### src/rtl/uart_tx.sv
// uart_tx: memory-mapped 8N1 serial transmitter with a small byte FIFO.
// LOAD/IN come from the write decoder; OUT is the status word for the read mux.
module uart_tx #(
    parameter int CLKS_PER_BIT = 217,
    parameter int FIFO_DEPTH   = 4
) (
    input  logic        CLK,
    input  logic        RESET,
    input  logic        LOAD,
    input  logic [15:0] IN,
    output logic [15:0] OUT,
    output logic        TX
);

    localparam int TW = (CLKS_PER_BIT > 1) ? $clog2(CLKS_PER_BIT) : 1;
    localparam int PW = (FIFO_DEPTH > 1) ? $clog2(FIFO_DEPTH) : 1;
    localparam int CW = PW + 1;
    localparam logic [TW-1:0] BIT_LAST = TW'(CLKS_PER_BIT - 1);
    localparam logic [CW-1:0] CNT_FULL = CW'(FIFO_DEPTH);

    typedef enum logic [1:0] {
        IDLE,
        START,
        DATA,
        STOP
    } state_t;

    state_t        state, state_d;
    logic [TW-1:0] timer, timer_d;
    logic [2:0]    bit_idx, bit_idx_d;
    logic [7:0]    shift, shift_d;
    logic          tx_d;

    logic [7:0]    mem [FIFO_DEPTH];
    logic [PW-1:0] wr_ptr, rd_ptr;
    logic [CW-1:0] count, count_d;
    logic          overrun, overrun_d;

    logic pop, push, fifo_empty, fifo_full, data_wr, ctrl_wr, bit_end;

    assign fifo_empty = (count == '0);
    assign fifo_full  = (count == CNT_FULL);
    assign bit_end    = (timer == '0);
    assign ctrl_wr    = LOAD && IN[15];
    assign data_wr    = LOAD && !IN[15];
    // A full FIFO still accepts a byte when the head leaves at the same edge.
    assign push       = data_wr && (!fifo_full || pop);

    // Next-state logic: serialiser FSM, bit timer and the registered TX value.
    always_comb begin
        // NOTE: every output gets a default first so no path leaves it unassigned (no latches).
        state_d   = state;
        timer_d   = timer;
        bit_idx_d = bit_idx;
        shift_d   = shift;
        pop       = 1'b0;
        case (state)
            IDLE: begin
                if (!fifo_empty) begin
                    pop     = 1'b1;
                    shift_d = mem[rd_ptr];
                    timer_d = BIT_LAST;
                    state_d = START;
                end
            end
            START: begin
                if (bit_end) begin
                    timer_d   = BIT_LAST;
                    bit_idx_d = '0;
                    state_d   = DATA;
                end else begin
                    timer_d = timer - TW'(1);
                end
            end
            DATA: begin
                if (bit_end) begin
                    timer_d   = BIT_LAST;
                    shift_d   = {1'b0, shift[7:1]};
                    bit_idx_d = bit_idx + 3'd1;
                    if (bit_idx == 3'd7) begin
                        state_d = STOP;
                    end
                end else begin
                    timer_d = timer - TW'(1);
                end
            end
            STOP: begin
                if (bit_end) begin
                    if (!fifo_empty) begin
                        pop     = 1'b1;
                        shift_d = mem[rd_ptr];
                        timer_d = BIT_LAST;
                        state_d = START;
                    end else begin
                        state_d = IDLE;
                    end
                end else begin
                    timer_d = timer - TW'(1);
                end
            end
            default: state_d = IDLE;
        endcase

        case (state_d)
            START:   tx_d = 1'b0;
            DATA:    tx_d = shift_d[0];
            default: tx_d = 1'b1;
        endcase
    end

    always_comb begin
        count_d = count;
        if (push && !pop) begin
            count_d = count + CW'(1);
        end else if (pop && !push) begin
            count_d = count - CW'(1);
        end

        overrun_d = overrun;
        if (ctrl_wr) begin
            overrun_d = 1'b0;
        end else if (data_wr && !push) begin
            overrun_d = 1'b1;
        end
    end

    // NOTE: sequential state uses non-blocking assignments so all registers update from pre-edge values.
    always_ff @(posedge CLK) begin
        if (RESET) begin
            state   <= IDLE;
            timer   <= '0;
            bit_idx <= '0;
            shift   <= '0;
            TX      <= 1'b1;
        end else begin
            state   <= state_d;
            timer   <= timer_d;
            bit_idx <= bit_idx_d;
            shift   <= shift_d;
            TX      <= tx_d;
        end
    end

    always_ff @(posedge CLK) begin
        if (RESET) begin
            wr_ptr  <= '0;
            rd_ptr  <= '0;
            count   <= '0;
            overrun <= 1'b0;
            OUT     <= '0;
        end else begin
            if (push) begin
                wr_ptr <= wr_ptr + PW'(1);
            end
            if (pop) begin
                rd_ptr <= rd_ptr + PW'(1);
            end
            count   <= count_d;
            overrun <= overrun_d;
            OUT     <= {13'b0, overrun_d, (count_d == CNT_FULL),
                        ((state_d != IDLE) || (count_d != '0))};
        end
    end

    // NOTE: storage array is not reset; the pointers and count alone define which entries are valid.
    always_ff @(posedge CLK) begin
        if (push) begin
            mem[wr_ptr] <= IN[7:0];
        end
    end

endmodule
### config.mk
export PLATFORM = sky130hd
export DESIGN_NAME = uart_tx
export DESIGN_NICKNAME = d
export VERILOG_FILES = /design/src/rtl/uart_tx.sv
export SDC_FILE = /design/constraint.sdc
export NUM_CORES = 1
export LEC_CHECK = 0
export CORE_ASPECT_RATIO = 0.8
export CORE_UTILIZATION = 60
export CTS_BUF_LIST = sky130_fd_sc_hd__clkbuf_8
export DETAILED_ROUTE_END_ITERATION = 16
export PLACE_DENSITY = 0.9
export SYNTH_ARGS = -nofsm -noshare
export SYNTH_HDL_FRONTEND = slang
export SYNTH_SLANG_ARGS = --single-unit
export TNS_END_PERCENT = 30
### constraint.sdc
create_clock -name CLK -period 5.1 [get_ports CLK]
set_input_delay 1.02 -clock CLK [delete_from_list [all_inputs] [get_ports CLK]]
set_output_delay 1.02 -clock CLK [all_outputs]
set_load 0.1 [all_outputs]
==> impl_metrics.csv <==
group,metric,value,unit
pwr,leakage,1.39,nW
sta,drv_slew,0,
run,max_cap_violations,0,
grt,antenna_found_initial,0,
place,numPortBuffers,15,
floorplanning,core-area,5180,µm²
floorplanning,pin_count,36,
layout,num-fill-cells,345,
layout,stdcell_area,3680,µm²
drt,postRouteAntennaNets,0,
sta,finalCriticalPeriod,2.85,ns
setup_path,endpoint_kind,"flip-flop",
layout,area_growth,10.2,%
clock_network,clock-sinks,66,
sta,rsz0062_at_grt,"false",
synth,synth_cell_types,51,
sta,holdWs,0.484,ns
layout,nets,363,
synth,yosysWarnings,0,
sta,hold_viol_final,0,
layout,final_cell_mix,"41 x nor2_1, 34 x dfxtp_1, 32 x edfxtp_1",
grt,grt_max_degree,28,
clock_network,clock-root-buffer,"clkbuf_8",
pwr,powerDensity,641,nW/µm²
synth,syn_inst,319,
place,dpl_cell_area,3430,µm²
drt,drt_first_pass_iters,4,
clock_network,clkLatencyLatePin,0.34,ns
setup_path,cp-start-kind,"input port",
clock_network,ctsHoldBuffers,0,
place,place_inst,377,
layout,fin_util,71.0,%
place,dp_hpwl,4710,µm
synth,synth_edf_count,32,
setup_path,cp-startpoint,"LOAD",
layout,antenna-diode-count,0,
setup_path,critPathMaxFanout,5,
drt,routed-wl-met3,440,µm
clock_network,post_cts_resized,0,
clock_network,clk_pin_slew,0.07,ns
floorplanning,die_y,68.7,µm
setup_path,crit_type,"in -> reg",
floorplanning,rows,23,
pwr,ir_worst_vdd,0.000499,V
place,place_ws,1.92,ns
drt,drt_iter0_markers,201,
hold_path,min_from,"shift[7]$_SDFFE_PP0P_",
layout,drive_gt1_share,9.06,%
grt,grt_use_total,26.3,%
setup_path,cp.arrival,3.08,ns
clock_network,cts_tree,"built",
sta,fin_tns_setup,0,ns
clock_network,numCtsBuffers,9,
pwr,finalPower,2.36,mW
grt,grt_pass1_vias,2357,
synth,synthArstFlopShare,0,%
sta,worst_slew_pin_slew,1.04,ns
sta,maxClockFrequency,351,MHz
sta,finalSetupViolations,0,
sta,maxSlewHeadroom,30.5,%
drt,num_vias,2385,
grt,overflow,0,
clock_network,cts_buffer_depth,2,
place,gp_congestion,0.881,
layout,fin_cells,393,
drt,dr_wl_met2,3390,µm
sta,fin_crit_sh,55.9,%
floorplanning,die_area,5870,µm²
drt,viasPerCell,6.07,
floorplanning,fp.dieW,85.4,µm
sta,setup_ws,2.25,ns
clock_network,cts_htree_levels,3,
grt,grt_pass1_wl,11300,µm
layout,mostFrequentLayoutCell,"nor2_1",
synth,syn-cell-area,3340,µm²
setup_path,r2r_start,"count[0]$_SDFF_PP0_",
synth,syn_area_per_cell,10.5,µm²
floorplanning,start_util,64.4,%
synth,synth-seq-cells,66,
drt,route.detailed.drc,0,
sta,skew,0.00740,ns
synth,yosys_most_used_dff,"dfxtp_1",
drt,highest_layer,"met4",
drt,wirelength,6790,µm
drt,drt-wirelength-per-cell,17.3,µm
drt,wl_met1,2780,µm
clock_network,post_cts_buffers,0,
setup_path,required,5.33,ns
run_status,status,"complete, no violations",
hold_path,hp-class,"reg -> reg",
synth,ys_seq_area_share,49.2,%
[cell families (layout without fill, tap and decap cells)]
group | Yosys count | count (layout) | synth area share (%)
and+or+nand+nor | 104 | 104 | 15.3
xor gates and xnor gates | 5 | 5 | 1.31
buffers and inverters | 44 | 44 | 6.86
other | 1 | 13 | 0.112
AOI/OAI and AO/OA | 66 | 66 | 13.0
adders and majority gates | 18 | 18 | 6.75
DFF | 66 | 66 | 49.2
muxes | 15 | 15 | 7.50
[cell type report]
cell class              count  area (µm²)  area share, %
inverters                  13        48.8           1.33
multi-input cells         221        1510           41.1
clock buffers               9         124           3.37
flip-flops and latches     66        1640           44.6
well taps                  62        77.6           2.11
repair buffers             15         150           4.08
clock inverters             7         124           3.37
[registers in the layout, indices dropped and copies added (netlist names), named ones only]
signal	count
rd_ptr	2
bit_idx	3
wr_ptr	2
state	2
TX	1
OUT	3
timer	8
count	3
mem	32
shift	8
[cells in the mapped netlist (5+ instances only)]
library cell / count / area share, %
o21ai_0: 18 / 2.7
and2_1: 7 / 1.3
mux4_2: 8 / 5.4
nand3_1: 5 / 0.75
mux2i_1: 7 / 2.1
edfxtp_1: 32 / 29
a22o_1: 6 / 1.6
buf_4: 14 / 3.1
inv_1: 13 / 1.5
a21oi_1: 17 / 2.5
ha_1: 18 / 6.7
nor3_1: 8 / 1.2
nor2_1: 41 / 4.6
clkbuf_1: 13 / 1.5
nand2_1: 22 / 2.5
dfxtp_1: 34 / 20
[final timing paths]
| path | to | slack [ns] | depth (start not counted) |
|---|---|---|---|
| setup / recovery | OUT[0]$_SDFF_PP0_ | 2.25 | 7 |
| hold / removal | shift[7]$_SDFFE_PP0P_ | 0.48 | 2 |
| setup reg to reg | TX$_SDFF_PP1_ | 2.31 | 8 |
| hold reg to reg | shift[7]$_SDFFE_PP0P_ | 0.48 | 2 |
[power by group]
group	total, mW	internal [mW]	switching, mW
Clock	0.540	0.329	0.211
Sequential	0.740	0.646	0.0946
Combinational	1.08	0.386	0.693
[worst max-delay path, stage by stage]
cell             delay (ns)
clkdlybuf4s50_1        0.52
nor2b_1                0.40
nand2_1                0.16
a2111oi_0              0.42
a31o_2                 0.18
a22oi_1                0.10
o31a_1                 0.28
[layer usage]
| layer | vias up | global-route usage (%) |
|---|---|---|
| li1 | 1132 | - |
| met1 | 1137 | 29.8 |
| met2 | 94 | 47.2 |
| met3 | 22 | 7.14 |
| met4 | 0 | 13.3 |
| met5 | - | 0 |
No activity file was read; power rests on OpenSTA's default activity.
